### config.mk
export PLATFORM = sky130hd
export DESIGN_NAME = pdm_tx
export DESIGN_NICKNAME = d
export VERILOG_FILES = /design/src/rtl/pdm_pkg.sv /design/src/rtl/pdm_accum.sv /design/src/rtl/pdm_tx.sv
export SDC_FILE = /design/constraint.sdc
export NUM_CORES = 1
export LEC_CHECK = 0
export CAP_MARGIN = 20
export CORE_MARGIN = 10
export CORE_UTILIZATION = 57
export DETAILED_ROUTE_END_ITERATION = 7
export GPL_ROUTABILITY_DRIVEN = 0
export GPL_TIMING_DRIVEN = 0
export PLACE_DENSITY = 0.78
export SETUP_SLACK_MARGIN = 0.1
export SKIP_CTS_REPAIR_TIMING = 1
export SYNTH_ARGS = -nofsm -noshare
export SYNTH_HDL_FRONTEND = slang
export SYNTH_SLANG_ARGS = --single-unit
### constraint.sdc
create_clock -name clk -period 2.7 [get_ports clk]
set_input_delay 0.405 -clock clk [delete_from_list [all_inputs] [get_ports clk]]
set_output_delay 0.405 -clock clk [all_outputs]
set_load 0.02 [all_outputs]
### src/rtl/pdm_pkg.sv
// Shared PDM definitions used by the transmit modulator and the receive-side
// density counter: window geometry, density word type and source selection.
package pdm_pkg;

    localparam int PDM_WIN_LOG2 = 8;
    localparam int PDM_WIN_LEN  = 1 << PDM_WIN_LOG2;
    localparam int PDM_DW       = PDM_WIN_LOG2 + 1;

    // Density word: count of ones per window, legal range 0..PDM_WIN_LEN.
    typedef logic [PDM_DW-1:0] pdm_density_t;

    // Where the active density comes from at a window boundary.
    typedef enum logic [1:0] {
        SRC_REPEAT = 2'd0,
        SRC_HOLD   = 2'd1,
        SRC_BYPASS = 2'd2
    } cur_src_e;

    function automatic pdm_density_t pdm_saturate(input pdm_density_t d);
        return (d > pdm_density_t'(PDM_WIN_LEN)) ? pdm_density_t'(PDM_WIN_LEN) : d;
    endfunction

endpackage

### src/rtl/pdm_accum.sv
// First-order PDM accumulate/compare/subtract step: one output bit per call,
// emitting a one each time the running sum crosses the window length.
module pdm_accum
    import pdm_pkg::*;
#(
    parameter int WIN_LOG2 = PDM_WIN_LOG2
) (
    input  logic [WIN_LOG2:0] acc_in,
    input  logic [WIN_LOG2:0] density,
    output logic              pdm_bit,
    output logic [WIN_LOG2:0] acc_next
);

    localparam logic [WIN_LOG2:0] WIN_LEN = {1'b1, {WIN_LOG2{1'b0}}};

    // acc_in stays below WIN_LEN and density is at most WIN_LEN, so the sum
    // never exceeds 2*WIN_LEN-1 and fits in WIN_LOG2+1 bits.
    logic [WIN_LOG2:0] sum;

    // NOTE: combinational logic uses blocking '=' so later lines see the new value;
    // clocked state always uses non-blocking '<='.
    always_comb begin
        sum      = acc_in + density;
        pdm_bit  = (sum >= WIN_LEN);
        acc_next = pdm_bit ? (sum - WIN_LEN) : sum;
    end

endmodule

### src/rtl/pdm_tx.sv
// PDM transmitter: turns density samples into a 1-bit stream carrying exactly
// that many ones per fixed window, with a one-deep sample buffer.
module pdm_tx
    import pdm_pkg::*;
#(
    parameter int WIN_LOG2 = PDM_WIN_LOG2,
    parameter int DW       = WIN_LOG2 + 1
) (
    input  logic          clk,
    input  logic          rst,
    input  logic          s_valid,
    input  logic [DW-1:0] s_data,
    output logic          s_ready,
    output logic          pdm_out,
    output logic          win_start,
    output logic          underrun
);

    localparam int            WIN_LEN  = 1 << WIN_LOG2;
    localparam logic [DW-1:0] MAX_DENS = DW'(WIN_LEN);

    logic [WIN_LOG2-1:0] wcnt;
    logic                win_first;
    logic                win_last;
    logic [DW-1:0]       cur;
    logic [DW-1:0]       hold;
    logic [DW-1:0]       s_sat;
    logic                hold_full;
    logic                under_pend;
    logic                accept;
    logic                to_hold;
    logic [WIN_LOG2:0]   acc;
    logic [WIN_LOG2:0]   acc_in;
    logic [WIN_LOG2:0]   acc_next;
    logic                pdm_bit;
    cur_src_e            cur_src;

    assign win_first = (wcnt == '0);
    assign win_last  = &wcnt;

    // The hold register drains on the last cycle, so a new sample fits then.
    assign s_ready = !hold_full || win_last;
    assign accept  = s_valid && s_ready;
    assign s_sat   = (s_data > MAX_DENS) ? MAX_DENS : s_data;
    assign acc_in  = win_first ? '0 : acc;

    // NOTE: every always_comb output gets a default first so no path infers a latch.
    always_comb begin
        cur_src = SRC_REPEAT;
        if (win_last) begin
            if (hold_full) begin
                cur_src = SRC_HOLD;
            end else if (s_valid) begin
                cur_src = SRC_BYPASS;
            end
        end
    end

    // A bypassed sample goes straight to cur and never occupies the hold slot.
    assign to_hold = accept && (cur_src != SRC_BYPASS);

    pdm_accum #(
        .WIN_LOG2 (WIN_LOG2)
    ) u_accum (
        .acc_in   (acc_in),
        .density  (cur[WIN_LOG2:0]),
        .pdm_bit  (pdm_bit),
        .acc_next (acc_next)
    );

    always_ff @(posedge clk) begin
        if (rst) begin
            wcnt       <= '0;
            acc        <= '0;
            cur        <= '0;
            hold_full  <= 1'b0;
            under_pend <= 1'b1;
            pdm_out    <= 1'b0;
            win_start  <= 1'b0;
            underrun   <= 1'b0;
        end else begin
            wcnt      <= wcnt + 1'b1;
            acc       <= acc_next;
            pdm_out   <= pdm_bit;
            win_start <= win_first;
            underrun  <= win_first && under_pend;

            case (cur_src)
                SRC_HOLD:   cur <= hold;
                SRC_BYPASS: cur <= s_sat;
                default:    cur <= cur;
            endcase

            // The window after reset has no sample either, so it flags underrun.
            if (win_last) begin
                under_pend <= (cur_src == SRC_REPEAT);
            end

            if (to_hold) begin
                hold_full <= 1'b1;
            end else if (cur_src == SRC_HOLD) begin
                hold_full <= 1'b0;
            end
        end
    end

    // NOTE: pure data registers skip reset; hold_full alone says whether hold is valid.
    always_ff @(posedge clk) begin
        if (to_hold) begin
            hold <= s_sat;
        end
    end

endmodule

# After elaboration in Yosys (flattened, before gate mapping)
# Index checks and enable logic that the tools add are counted.
[totals]
ff_bits = 40
input_bits = 12
wordCells = 36
out_inout_bits = 4
[classes]
magnitude_cmp = 2
muxes = 9
add_sub_neg = 3
n_eq_ne = 3
reduce_logical = 10
[ops]
columns = ["op", "count"]
rows = [
  ["9-bit 2-to-1 mux", 3],
  ["9-bit case mux with 2 select lines", 1],
  ["9-bit adder", 1],
  ["9-bit greater-or-equal comparator (second input constant)", 1],
  ["9-bit > comparator (second input constant)", 1],
  ["9-bit subtractor (second input constant)", 1],
  ["8-bit by 1-bit adder with 8-bit output (second input constant)", 1],
  ["8-bit logical NOT", 1],
  ["8-bit AND reduction", 1],
  ["2-bit 2-to-1 mux", 3],
  ["2-bit nonzero test", 2],
  ["1-bit logical AND", 3],
  ["2-bit by 1-bit == test with 1-bit output (second input constant)", 1],
  ["2-bit == test (second input constant)", 1],
  ["2-bit logical NOT", 1],
  ["1-bit 2-to-1 mux", 2],
  ["2-bit != test (second input constant)", 1],
  ["1-bit logical NOT", 1],
  ["1-bit logical OR", 1],
]

# Depth between registers and ports, before layout
# Gate-level depths: netlist (run 1).
[logic_depth]
word_depth = 6
ltp_mapped = 12
ltp_nobuf = 12

# Modules after synthesis
# From an unflattened synthesis (run 1), not the netlist that was laid out.
[unflattened]
cells_unflattened = 196
hier_area_um2 = 1974.4
[modules_own_cells]
columns = ["mod", "seq_area_each_um2", "cells_each", "n_inst", "area_each_um2"]
rows = [
  ["pdm_tx", 890.9, 153, 1, 1616.6],
  ["pdm_accum", 0.0, 43, 1, 357.8],
]

# Worst setup path after synthesis (run 1)
# No wires, ideal clock.
[synth_path]
path_type = "reg2reg"
startpoint = "reg wcnt[0]"
endpoint = "reg pdm_out"
setup_time_ps = 121
path_stages_with_launch = 13
t_arrival_ps = 2312
period_less_slack_ps = 2433
required_ps = 2579
n_path_buf = 0
path_slack_ps = 267
cell_sequence = "dfxtp_1 inv_1 ha_1 nor4b_1 nand2_1 and2_1 ha_1 inv_1 fa_1 nand2b_1 a211oi_1 o22ai_1 mux2_2"
[synth_via]
elab_chain_cells = 4
[synth_rtl]
columns = ["element", "line_no", "text"]
rows = [
  ["from (decl)", "pdm_tx.sv:22", "logic [WIN_LOG2-1:0] wcnt;"],
  ["from (signal assigned)", "pdm_tx.sv:82", "wcnt <= wcnt + 1'b1;"],
  ["8-bit logical NOT", "pdm_tx.sv:38", "assign win_first = (wcnt == '0);"],
  ["9-bit 2-to-1 mux", "pdm_tx.sv:45", "assign acc_in = win_first ? '0 : acc;"],
  ["9-bit adder", "pdm_accum.sv:23", "sum = acc_in + density;"],
  ["9-bit greater-or-equal comparator", "pdm_accum.sv:24", "pdm_bit = (sum >= WIN_LEN);"],
  ["to (signal assigned)", "pdm_tx.sv:84", "pdm_out <= pdm_bit;"],
  ["to (decl)", "pdm_tx.sv:14", "output logic pdm_out,"],
]
# No other way between the ends.
# A chain may end at the register's enable or synchronous reset.

# Final worst setup path (run 1)
[layout_path]
startpoint = "reg wcnt[1]"
endpoint = "reg acc[7]"
[layout_via]
elab_chain_cells = 5
elab_cells_between_ends = 6
classes_between = "2 x add/sub; 1 x order compare; 2 x mux; 1 x reduce/logical"
[layout_rtl]
columns = ["element", "line_no", "text"]
rows = [
  ["8-bit logical NOT *", "pdm_tx.sv:38", ""],
  ["9-bit 2-to-1 mux *", "pdm_tx.sv:45", ""],
  ["9-bit adder *", "pdm_accum.sv:23", ""],
  ["9-bit subtractor or 9-bit greater-or-equal comparator (tied branches)", "pdm_accum.sv:25, pdm_accum.sv:24", ""],
  ["9-bit 2-to-1 mux *", "pdm_accum.sv:25", "acc_next = pdm_bit ? (sum - WIN_LEN) : sum;"],
  ["to (signal assigned)", "pdm_tx.sv:83", "acc <= acc_next;"],
  ["to (decl)", "pdm_tx.sv:32", "logic [WIN_LOG2:0] acc;"],
]
# Every way passes the cells marked *; elsewhere a longest branch is shown, timed or not.

==> results of run 1 <==
-- metal layers --
| layer | vias up | track usage | routed length (microns) |
|---|---|---|---|
| li1 | 771 | - | - |
| met1 | 730 | 0.149 | 1860 |
| met2 | 31 | 0.225 | 2140 |
| met3 | 9 | 0.0410 | 136 |
| met4 | 0 | 0.0789 | 93 |
| met5 | - | 0 | 0 |
-- metrics by stage --
stage                     total power [mW]  hold slack, ns  std cells  setup TNS (ns)
after floorplan                      0.679           0.421        201               0
after global placement               0.716           0.430        262         -0.0637
after detailed placement             0.721           0.441        262          -0.383
after CTS                             1.13           0.476        270          -0.458
after global routing                  1.20           0.490        275               0
final                                 1.15           0.466        275               0
-- power groups by stage --
| stage | clock, mW | sequential [mW] | combinational, mW |
|---|---|---|---|
| after detailed placement | 0 | 0.637 | 0.0839 |
| after floorplan | 0 | 0.639 | 0.0401 |
| final | 0.420 | 0.626 | 0.105 |
| after global routing | 0.454 | 0.628 | 0.116 |
| after global placement | 0 | 0.635 | 0.0805 |
| after CTS | 0.426 | 0.624 | 0.0845 |
-- critical path: cells and delay by family, from the launching register on --
kind                     cells  cell delay, ns
flip-flops                   1            0.36
buffers and inverters        3            0.31
AND/OR/NAND/NOR              5            1.11
adder cells (fa/ha/maj)      2            0.35
AO/OA/AOI/OAI                2            0.41
-- logic make-up (layout without fill, tap and decap cells) --
kind of cell / Yosys count / count (layout) / synth area share
AOI/OAI and AO/OA: 34 / 34 / 0.127
xor gates and xnor gates: 5 / 5 / 0.0223
adders and majority gates: 14 / 14 / 0.0932
buffers and inverters: 16 / 44 / 0.0332
DFF: 39 / 39 / 0.444
muxes: 10 / 10 / 0.0517
and+or+nand+nor: 83 / 83 / 0.228
-- state kept, by name, indices dropped and copies added, names as in the netlist --
| register | cells |
|---|---|
| win_start | 1 |
| pdm_out | 1 |
| hold_full | 1 |
| hold | 9 |
| underrun | 1 |
| under_pend | 1 |
| wcnt | 8 |
| cur | 9 |
| acc | 8 |
-- cell type report --
cell class                      count  area share
Multi-Input combinational cell    146       0.471
Sequential cell                    39       0.362
Timing Repair Buffer               20      0.0783
Tap cell                           46      0.0238
Clock inverter                      3      0.0197
Buffer                              9      0.0187
Clock buffer                        5      0.0156
Inverter                            7      0.0109
-- worst max-delay path by stage --
stage | startpoint | to | depth (start not counted)
floorplan | wcnt[0] | pdm_out | 12
global placement | wcnt[0] | pdm_out | 12
detailed placement | wcnt[0] | pdm_out | 12
CTS | wcnt[0] | pdm_out | 12
global route | wcnt[1] | acc[5] | 12
finish | wcnt[1] | acc[7] | 12
-- Yosys cell counts, types with 2 or more instances --
cell       n  share of area
buf_2      4          0.010
a211oi_1  12          0.046
o21ai_0    6          0.015
xor2_1     4          0.018
o21a_1     2         0.0077
nor3b_1    2         0.0077
nor2_1    25          0.048
nand2_1    6          0.011
edfxtp_1   9           0.14
nand2b_1   7          0.022
inv_1      7          0.013
or4_1      3          0.011
and2_1     8          0.026
ha_1      13          0.083
buf_1      2         0.0038
a21oi_1    4          0.010
or3_1      2         0.0064
nor4b_1    2         0.0089
dfxtp_1   30           0.31
nor2b_1   13          0.042
clkbuf_1   3         0.0057
nor3_1     4          0.010
mux2i_1    9          0.046
nand3_1    6          0.015
==> results.txt, run 1 <==
----------------------------------------------------
[Status]
  Status ... finished clean

[CTS]
  Master cell of the clock root buffer ... clkbuf_4
  TritonCTS sink count ... 39
  CTS tree ... yes
  Maximum root-to-sink buffer count ... 2
  Clk Latency, worst-skew pair ... 0.36 ns
  Register clock-pin slew on the reported worst setup and hold paths ... 0.13 ns
  Total number of H-tree levels ... 2
  Clock buffers created by TritonCTS ... 5

[Place]
  Number of buffer cells added on primary ports ... 15
  Worst slack at placement ... -0.130 ns
  Cell area after placement ... 2170 sq um
  Detailed Place HPWL ... 2870 microns

[Flow run]
  Count of max-cap constraint violations ... 0

[Critical path]
  Type of element capturing the critical path ... flip-flop
  Critical path arrival ... 2.89 ns
  Largest fanout on the critical path ... 4
  Cell count of the worst reg-to-reg path ... 12
  Cell chain of the critical path ... inv_2 -> ha_4 -> nor4b_4 -> nand2_2 -> buf_4 -> nand2_1 -> inv_1 -> ha_4 -> a211oi_2 -> nor3_2 -> or4_4 -> o211ai_2
  Crit Reg-Reg Startpoint ... wcnt[1]
  Worst setup slack for register-to-register paths ... 0.11 ns
  Most used cell, CP ... ha_4
  Highest-delay cell along the critical path ... or4_4
  Highest cell delay on the worst timing path ... 0.53 ns
  R2R Path End ... acc[7]
  WS Path Type ... flip-flop to flip-flop
  Type of origin of the critical path ... flip-flop
  Required time at the endpoint of the critical path ... 3.01 ns

[Drt]
  Count of antenna-violating nets left after detailed routing ... 0
  WL per Instance ... 15.4 microns
  First-iteration detailed-routing DRC count ... 87
  Vias per Instance ... 5.60
  Drt total wl ... 4230 microns
  DRC violations left ... 0
  Vias after detailed routing ... 1,541
  Detailed-router iteration count before antenna repair ... 4

[Floorplan]
  Starting density of the core ... 0.587
  Core region area ... 3340 sq um
  Total die area ... 6180 sq um
  Standard-cell row count ... 21
  Number of I/O pins ... 16
  Vertical die dimension ... 78.6 microns
  Die Width ... 78.6 microns

[Final layout]
  Final standard cell utilization of the core ... 0.723
  Area added between synthesis and finish ... 23.2%
  Combined area of the multi-input logic cells ... 1140 sq um
  Leading cell types in the layout, fill and taps excluded ... dfxtp_1, nor2_1, clkdlybuf4s50_1
  Fraction of layout instances using a drive strength above 1 ... 0.192
  Layout fillers ... 256
  Final Instance Area ... 2410 sq um
  Most common library cell in the layout ignoring fill and taps ... dfxtp_1
  Sequential Area ... 873 sq um
  Final layout net count ... 254
  Antenna diode count ... 0

[Synth]
  Ys Warns ... 0
  FF+latch count, synth ... 39
  Primary flip-flop cell chosen by synthesis mapping ... dfxtp_1
  Proportion of synthesized chip area in sequential cells ... 0.444
  Nets in the synthesized netlist ... 227
  Number of different library cells in the post-synthesis netlist ... 42
  Post-synth ARST share ... 0
  Post-synthesis cell area ... 1960 sq um
  Average size of a mapped cell ... 9.75 sq um
  Instance count of the mapped netlist ... 201
  Number of enable flip-flop cells after synthesis ... 9

[Timing]
  Transition at the pin with the smallest max-transition slack ... 0.502 ns
  Final hold violation count ... 0
  Clk_skew ... 0.00735 ns
  Final Setup Violations ... 0
  Setup WS post-layout ... 0.114 ns
  Setup repair after global routing missed its margin ... no
  Max-slew violations ... 0
  Final min period ... 2.59 ns
  Highest achievable clock rate ... 387 MHz
  Final critical-path share of the clock period ... 0.958
  Worst rel slew slack ... 0.665

[GRT]
  Vias in the first global route ... 1,524
  All-Layer GR Usage ... 0.135
  Number of antenna violations at the first check in global routing ... 0
  Pin count of the biggest net entering global routing ... 15
  Overall overflow remaining after global route ... 0
  First-pass GRT wire length ... 6710 microns

[Power]
  Clock group share of total power ... 0.365
  Cell area power density ... 477 nW/um^2
  P_leak ... 0.921 nW
  Sw Pwr ... 0.280 mW
  Sequential share of power ... 0.544
  Net switching fraction of the power ... 0.243
  Internal Dissipation ... 0.871 mW
  Worst supply voltage drop on vdd ... 356 uV
  Share of total power in combinational logic ... 0.092

[Min path]
  Launch instance of the worst min-delay path ... under_pend
  Number of cells on the worst hold path ... 1
  Hold Crit Endpoint ... underrun
  Kind of path behind the tightest hold check ... flip-flop to flip-flop

----------------------------------------------------
(Power assumes the default switching activity.)
==> run 2: changes to the inputs <==
--- a/config.mk
+++ b/config.mk
@@ -6,12 +6,10 @@
 export NUM_CORES = 1
 export LEC_CHECK = 0
 export CAP_MARGIN = 20
-export CORE_MARGIN = 10
-export CORE_UTILIZATION = 57
+export CORE_UTILIZATION = 50
 export DETAILED_ROUTE_END_ITERATION = 7
 export GPL_ROUTABILITY_DRIVEN = 0
-export GPL_TIMING_DRIVEN = 0
-export PLACE_DENSITY = 0.78
+export PLACE_DENSITY = 0.7
 export SETUP_SLACK_MARGIN = 0.1
 export SKIP_CTS_REPAIR_TIMING = 1
 export SYNTH_ARGS = -nofsm -noshare
==> run 2 against run 1 <==
Sequential power about the same. Via count down 5.7%. Clock power up 13%. Critical path depth down 1. Sequential share of layout area up 1.6 points. Register-to-register slack better by 0.097 ns. Total power up 3.1%. Count of clock-buffer cells in the layout unchanged. Global-route usage up 5.7 points. Wire length down 15%. Highest routed layer unchanged.
==> results.txt, run 2 (synthesis results as in run 1) <==
----------------------------------------------------
[Status]
  Status ... finished clean

[CTS]
  Clk Latency, worst-skew pair ... 0.29 ns
  Register clock-pin slew on the reported worst setup and hold paths ... 0.08 ns
  Total number of H-tree levels ... 2
  TritonCTS sink count ... 39
  Maximum root-to-sink buffer count ... 2
  Clock buffers created by TritonCTS ... 5
  CTS tree ... yes
  Master cell of the clock root buffer ... clkbuf_8

[Timing]
  Final Setup Violations ... 0
  Worst rel slew slack ... 0.654
  Final TNS setup ... 0 ns
  Clk_skew ... 0.00762 ns
  Final hold violation count ... 0
  Max-slew violations ... 0
  Setup repair after global routing missed its margin ... no
  Final min period ... 2.49 ns
  Final critical-path share of the clock period ... 0.922
  Worst hold slack ... 0.431 ns
  Transition at the pin with the smallest max-transition slack ... 0.519 ns
  Highest achievable clock rate ... 402 MHz

[Floorplan]
  Number of I/O pins ... 16
  Total die area ... 4170 sq um
  Standard-cell row count ... 22
  Vertical die dimension ... 64.6 microns
  Core region area ... 3720 sq um
  Die Width ... 64.6 microns
  Starting density of the core ... 0.527

[Power]
  Net switching fraction of the power ... 0.214
  Clock group share of total power ... 0.399
  Sequential share of power ... 0.526
  P_leak ... 0.875 nW
  Tot Pwr ... 1.19 mW
  Worst supply voltage drop on vdd ... 373 uV
  Sw Pwr ... 0.254 mW
  Share of total power in combinational logic ... 0.076
  Cell area power density ... 514 nW/um^2
  Internal Dissipation ... 0.933 mW

[GRT]
  Number of antenna violations at the first check in global routing ... 0
  Met1 track utilization from global routing ... 0.237
  All-Layer GR Usage ... 0.192
  Met3 layer usage reported by global route ... 0.0581
  Overall overflow remaining after global route ... 0
  Most used routing layer in global routing ... met2
  Pin count of the biggest net entering global routing ... 25
  Met2 usage in global routing ... 0.312
  Vias in the first global route ... 1,377
  First-pass GRT wire length ... 6110 microns

[Min path]
  Kind of path behind the tightest hold check ... flip-flop to flip-flop
  Launch instance of the worst min-delay path ... wcnt[0]

[Drt]
  Vias per Instance ... 5.44
  DRC violations left ... 0
  First-iteration detailed-routing DRC count ... 95
  Drt total wl ... 3600 microns
  Count of antenna-violating nets left after detailed routing ... 0
  WL per Instance ... 13.5 microns
  Vias after detailed routing ... 1,453
  Detailed-router iteration count before antenna repair ... 4

[Critical path]
  WS Path Type ... flip-flop to flip-flop
  Largest delay contributor family on the critical path ... simple AND/OR/NAND/NOR gates
  Highest-delay cell along the critical path ... or4_1
  Critical path arrival ... 2.71 ns
  Type of origin of the critical path ... flip-flop
  Required time at the endpoint of the critical path ... 2.92 ns
  Crit Reg-Reg Startpoint ... wcnt[0]
  Cell chain of the critical path ... inv_1 -> ha_1 -> nor4b_4 -> nand2_2 -> nand2_1 -> inv_1 -> ha_1 -> a211oi_2 -> nor3_1 -> or4_1 -> o211ai_2
  Largest fanout on the critical path ... 7
  Highest cell delay on the worst timing path ... 0.55 ns
  Startpoint of the most critical setup path ... wcnt[0]
  Buffers & Inverters on Critical Path ... 2
  Type of element capturing the critical path ... flip-flop

[Final layout]
  Leading cell types in the layout, fill and taps excluded ... dfxtp_1, nor2_1, clkdlybuf4s50_1
  Most common library cell in the layout ignoring fill and taps ... dfxtp_1
  Antenna diode count ... 0
  Area added between synthesis and finish ... 17.8%
  Fraction of layout instances using a drive strength above 1 ... 0.110
  Leading registers by flop count ... cur: 9 flops, hold: 9 flops
  Final layout net count ... 244
  Final Instance Area ... 2310 sq um

[Flow run]
  Count of max-cap constraint violations ... 0

[Place]
  Number of buffer cells added on primary ports ... 15
  Cell area after placement ... 2150 sq um
  Detailed Place HPWL ... 2570 microns

----------------------------------------------------
## run 2: changes by cell type in the layout (fill, tap and decap cells not counted), sizes merged
cell	previous run	this run
buf	11	4
clkbuf	8	5
clkinv	1	2
inv	8	7
## run 2: layout make-up
type	count	area, sq um
multi-input cells	146	1060
fillers	321	1410
repair buffers	19	180
clock inverters	3	38.8
inverters	7	26.3
clock buffers	5	68.8
flip-flops and latches	39	872
well taps	48	60.1
## run 2: power by group through the flow
stage,combinational (mW),sequential [mW],clock (mW)
6_report,0.0898,0.624,0.473
2_1_floorplan,0.0401,0.639,0
5_1_grt,0.100,0.626,0.506
3_5_place_dp,0.0782,0.637,0
4_1_cts,0.0787,0.623,0.480
3_3_place_gp,0.0765,0.636,0
## run 2: worst reg2reg max path, stage by stage (launching register included)
cell	delay, ns
dfxtp_2	0.34
inv_1	0.06
ha_1	0.16
nor4b_4	0.21
nand2_2	0.14
nand2_1	0.14
inv_1	0.05
ha_1	0.30
a211oi_2	0.26
nor3_1	0.11
or4_1	0.55
o211ai_2	0.10
## run 2: final timing paths
kind / endpoint / slack [ns] / depth (start not counted)
worst max-delay path: acc[7] / 0.21 / 11
worst min-delay path: wcnt[0] / 0.43 / 1
worst max register to register: acc[7] / 0.21 / 11
worst min register to register: wcnt[0] / 0.43 / 1
## run 2: metal layers
layer / vias up / wire [microns]
li1: 741 / -
met2: 21 / 1710
met5: - / 0
met1: 683 / 1690
met3: 8 / 141
met4: 0 / 66
## run 2: through the flow
step           utilization  setup WS (ns)  cells
2_1_floorplan            -          0.267    201
3_3_place_gp         0.577          0.116    257
3_5_place_dp         0.577        -0.0142    257
4_1_cts              0.606        -0.0408    265
5_1_grt              0.621         0.0352    267
6_report             0.621          0.211    267
==> run 3: changes to the inputs <==
--- a/config.mk
+++ b/config.mk
@@ -14,4 +14,5 @@
 export SKIP_CTS_REPAIR_TIMING = 1
 export SYNTH_ARGS = -nofsm -noshare
 export SYNTH_HDL_FRONTEND = slang
+export SYNTH_HIERARCHICAL = 1
 export SYNTH_SLANG_ARGS = --single-unit
==> run 3 against run 2 <==
Clock power is 20% higher. Critical endpoint is now pdm_out. Utilization is 2.6 points higher. Largest cell class unchanged. Wire length fell by 0.11%. Area after synthesis rose by 0.77%.
==> results.txt, run 3 <==
----------------------------------------------------
[Flow run]
  Count of max-cap constraint violations ... 0

[Final layout]
  Leading cell types in the layout, fill and taps excluded ... dfxtp_1, nor2b_1, nor2_1
  Leading registers by flop count ... acc: 9 flops, cur: 9 flops, hold: 9 flops
  Final layout net count ... 242
  Most common library cell in the layout ignoring fill and taps ... dfxtp_1
  Fraction of layout instances using a drive strength above 1 ... 0.157
  Final Instance Area ... 2400 sq um
  Antenna diode count ... 0
  Area added between synthesis and finish ... 21.7%
  Final standard cell utilization of the core ... 0.646
  Layout fillers ... 309

[Status]
  Status ... finished clean

[Critical path]
  Type of element capturing the critical path ... flip-flop
  Buffers & Inverters on Critical Path ... 1
  Required time at the endpoint of the critical path ... 2.84 ns
  Critical path arrival ... 2.67 ns
  Worst setup slack for register-to-register paths ... 0.17 ns
  Cell chain of the critical path ... inv_1 -> ha_2 -> nor4b_4 -> nand2_2 -> and2_4 -> ha_4 -> fa_2 -> a21o_4 -> a21oi_4 -> o31ai_2 -> xnor2_1 -> nor2b_1
  Crit Reg-Reg Startpoint ... wcnt[1]
  Crit path depth ... 12
  Startpoint of the most critical setup path ... wcnt[1]
  Largest delay contributor family on the critical path ... adder cells
  Cell count of the worst reg-to-reg path ... 12
  CP Capture Point ... pdm_out
  Type of origin of the critical path ... flip-flop
  R2R Path End ... pdm_out
  Largest fanout on the critical path ... 3
  WS Path Type ... flip-flop to flip-flop
  Highest-delay cell along the critical path ... fa_2
  Highest cell delay on the worst timing path ... 0.40 ns

[Synth]
  Post-synth ARST share ... 0
  FF+latch count, synth ... 40
  Instance count of the mapped netlist ... 196
  Ys Warns ... 6
  Simple-gate share of the synthesized area ... 0.217
  Largest family of logic cells by synthesized area ... simple AND/OR/NAND/NOR gates
  Fraction of synthesized area in multiplexers ... 0.0608
  Leading cell types by total area after synthesis ... dfxtp_1, edfxtp_1, ha_1
  Number of enable flip-flop cells after synthesis ... 9
  Commonest cells in the synthesized netlist ... dfxtp_1, nor2b_1, nor2_1
  Primary flip-flop cell chosen by synthesis mapping ... dfxtp_1
  Average size of a mapped cell ... 10.1 sq um
  Most frequently used cell type in the post-synthesis netlist ... dfxtp_1
  Parity-gate share of the synthesized area counting xor and xnor cells ... 0.0444
  Post-synthesis cell area ... 1970 sq um
  Number of different library cells in the post-synthesis netlist ... 38
  Proportion of synthesized chip area in sequential cells ... 0.451
  Share of the synthesized area in compound gates (AO/OA/AOI/OAI) ... 0.107
  Nets in the synthesized netlist ... 222
  Cell taking the most area after synthesis ... dfxtp_1
  Adder-cell share of the synthesized area ... 0.0925
  Yosys top cell area share ... 0.314

[Power]
  Cell area power density ... 544 nW/um^2
  Tot Pwr ... 1.31 mW
  P_leak ... 0.914 nW
  Worst supply voltage drop on vdd ... 310 uV

[CTS]
  Master cell of the clock root buffer ... clkbuf_8
  Maximum root-to-sink buffer count ... 2
  CTS tree ... yes
  Total number of H-tree levels ... 2
  TritonCTS sink count ... 40
  Clk Latency, worst-skew pair ... 0.29 ns
  Clock buffers created by TritonCTS ... 5
  Register clock-pin slew on the reported worst setup and hold paths ... 0.08 ns

[Drt]
  Drt total wl ... 3600 microns
  WL per Instance ... 13.6 microns
  Count of antenna-violating nets left after detailed routing ... 0
  Vias per Instance ... 5.28
  Detailed-router iteration count before antenna repair ... 4
  First-iteration detailed-routing DRC count ... 72
  DRC violations left ... 0
  Vias after detailed routing ... 1,398

[Timing]
  Transition at the pin with the smallest max-transition slack ... 0.917 ns
  Final Setup Violations ... 0
  Final critical-path share of the clock period ... 0.938
  Setup repair after global routing missed its margin ... no
  Highest achievable clock rate ... 395 MHz
  Final min period ... 2.53 ns
  Worst rel slew slack ... 0.387
  Clk_skew ... 0.00655 ns
  Final hold violation count ... 0
  Max-slew violations ... 0

[Place]
  Detailed Place HPWL ... 2580 microns
  Cell area after placement ... 2190 sq um
  Number of buffer cells added on primary ports ... 15

[Min path]
  Launch instance of the worst min-delay path ... under_pend
  Kind of path behind the tightest hold check ... flip-flop to flip-flop

[GRT]
  Pin count of the biggest net entering global routing ... 26
  Vias in the first global route ... 1,323
  Number of antenna violations at the first check in global routing ... 0
  First-pass GRT wire length ... 5890 microns
  All-Layer GR Usage ... 0.186
  Overall overflow remaining after global route ... 0

[Floorplan]
  Total die area ... 4200 sq um
  Core region area ... 3720 sq um
  Number of I/O pins ... 16
  Vertical die dimension ... 64.8 microns
  Starting density of the core ... 0.531
  Die Width ... 64.8 microns
  Standard-cell row count ... 22

----------------------------------------------------
==> run 3: report_power, final <==
group / switching, mW / total [mW] / internal (mW)
Sequential: 0.00875 / 0.639 / 0.630
Combinational: 0.0471 / 0.0984 / 0.0512
Clock: 0.199 / 0.568 / 0.369
Total: 0.255 / 1.31 / 1.05
==> run 3: final cells by class <==
cell class	instances	area, sq um	share of cell area
Multi-Input combinational cell	145	1100	0.459
Sequential cell	40	893	0.372
Timing Repair Buffer	22	206	0.0859
Clock inverter	2	60.1	0.0250
Tap cell	48	60.1	0.0250
Clock buffer	6	72.6	0.0302
Inverter	2	7.51	0.00313
==> run 3: metrics by stage <==
step                      cells  hold WS, ns  TNS, ns  worst slack [ns]
final                       265        0.495        0             0.167
after global routing        265        0.509        0            0.0756
after CTS                   263        0.488   -0.103           -0.0733
after detailed placement    255        0.475  -0.0716           -0.0701
after global placement      255        0.442        0             0.122
after floorplan             196        0.430        0             0.117
==> run 3: layer usage <==
metal / wire length [microns] / vias up / track usage / share of wire
met4: 37 / 0 / 0.0778 / 0.010
met1: 1600 / 645 / 0.229 / 0.44
met2: 1830 / 29 / 0.302 / 0.51
met3: 130 / 6 / 0.0546 / 0.036
li1: - / 718 / - / -
met5: 0 / - / 0 / 0
==> run 3: kinds of logic after synthesis <==
kind of cell	Yosys count
compound gates	31
simple gates	77
buf+inv	11
fa+ha+maj	14
mux	12
flops	40
other cells	1
xor+xnor	10
==> run 3: worst min-delay path by stage <==
stage / end / cells after the start
after global placement: wcnt[0] / 1
final: underrun / 1
after detailed placement: wcnt[0] / 1
after floorplan: wcnt[0] / 1
after CTS: wcnt[0] / 1
after global routing: cur[2] / 2
==> run 3: worst reg2reg max path: cells and delay by family (launching register included) <==
kind / cells / cell delay, ns
fa+ha+maj: 3 / 0.73
simple gates: 4 / 0.65
xor+xnor: 1 / 0.12
buf+inv: 1 / 0.06
flops: 1 / 0.33
compound gates: 3 / 0.49
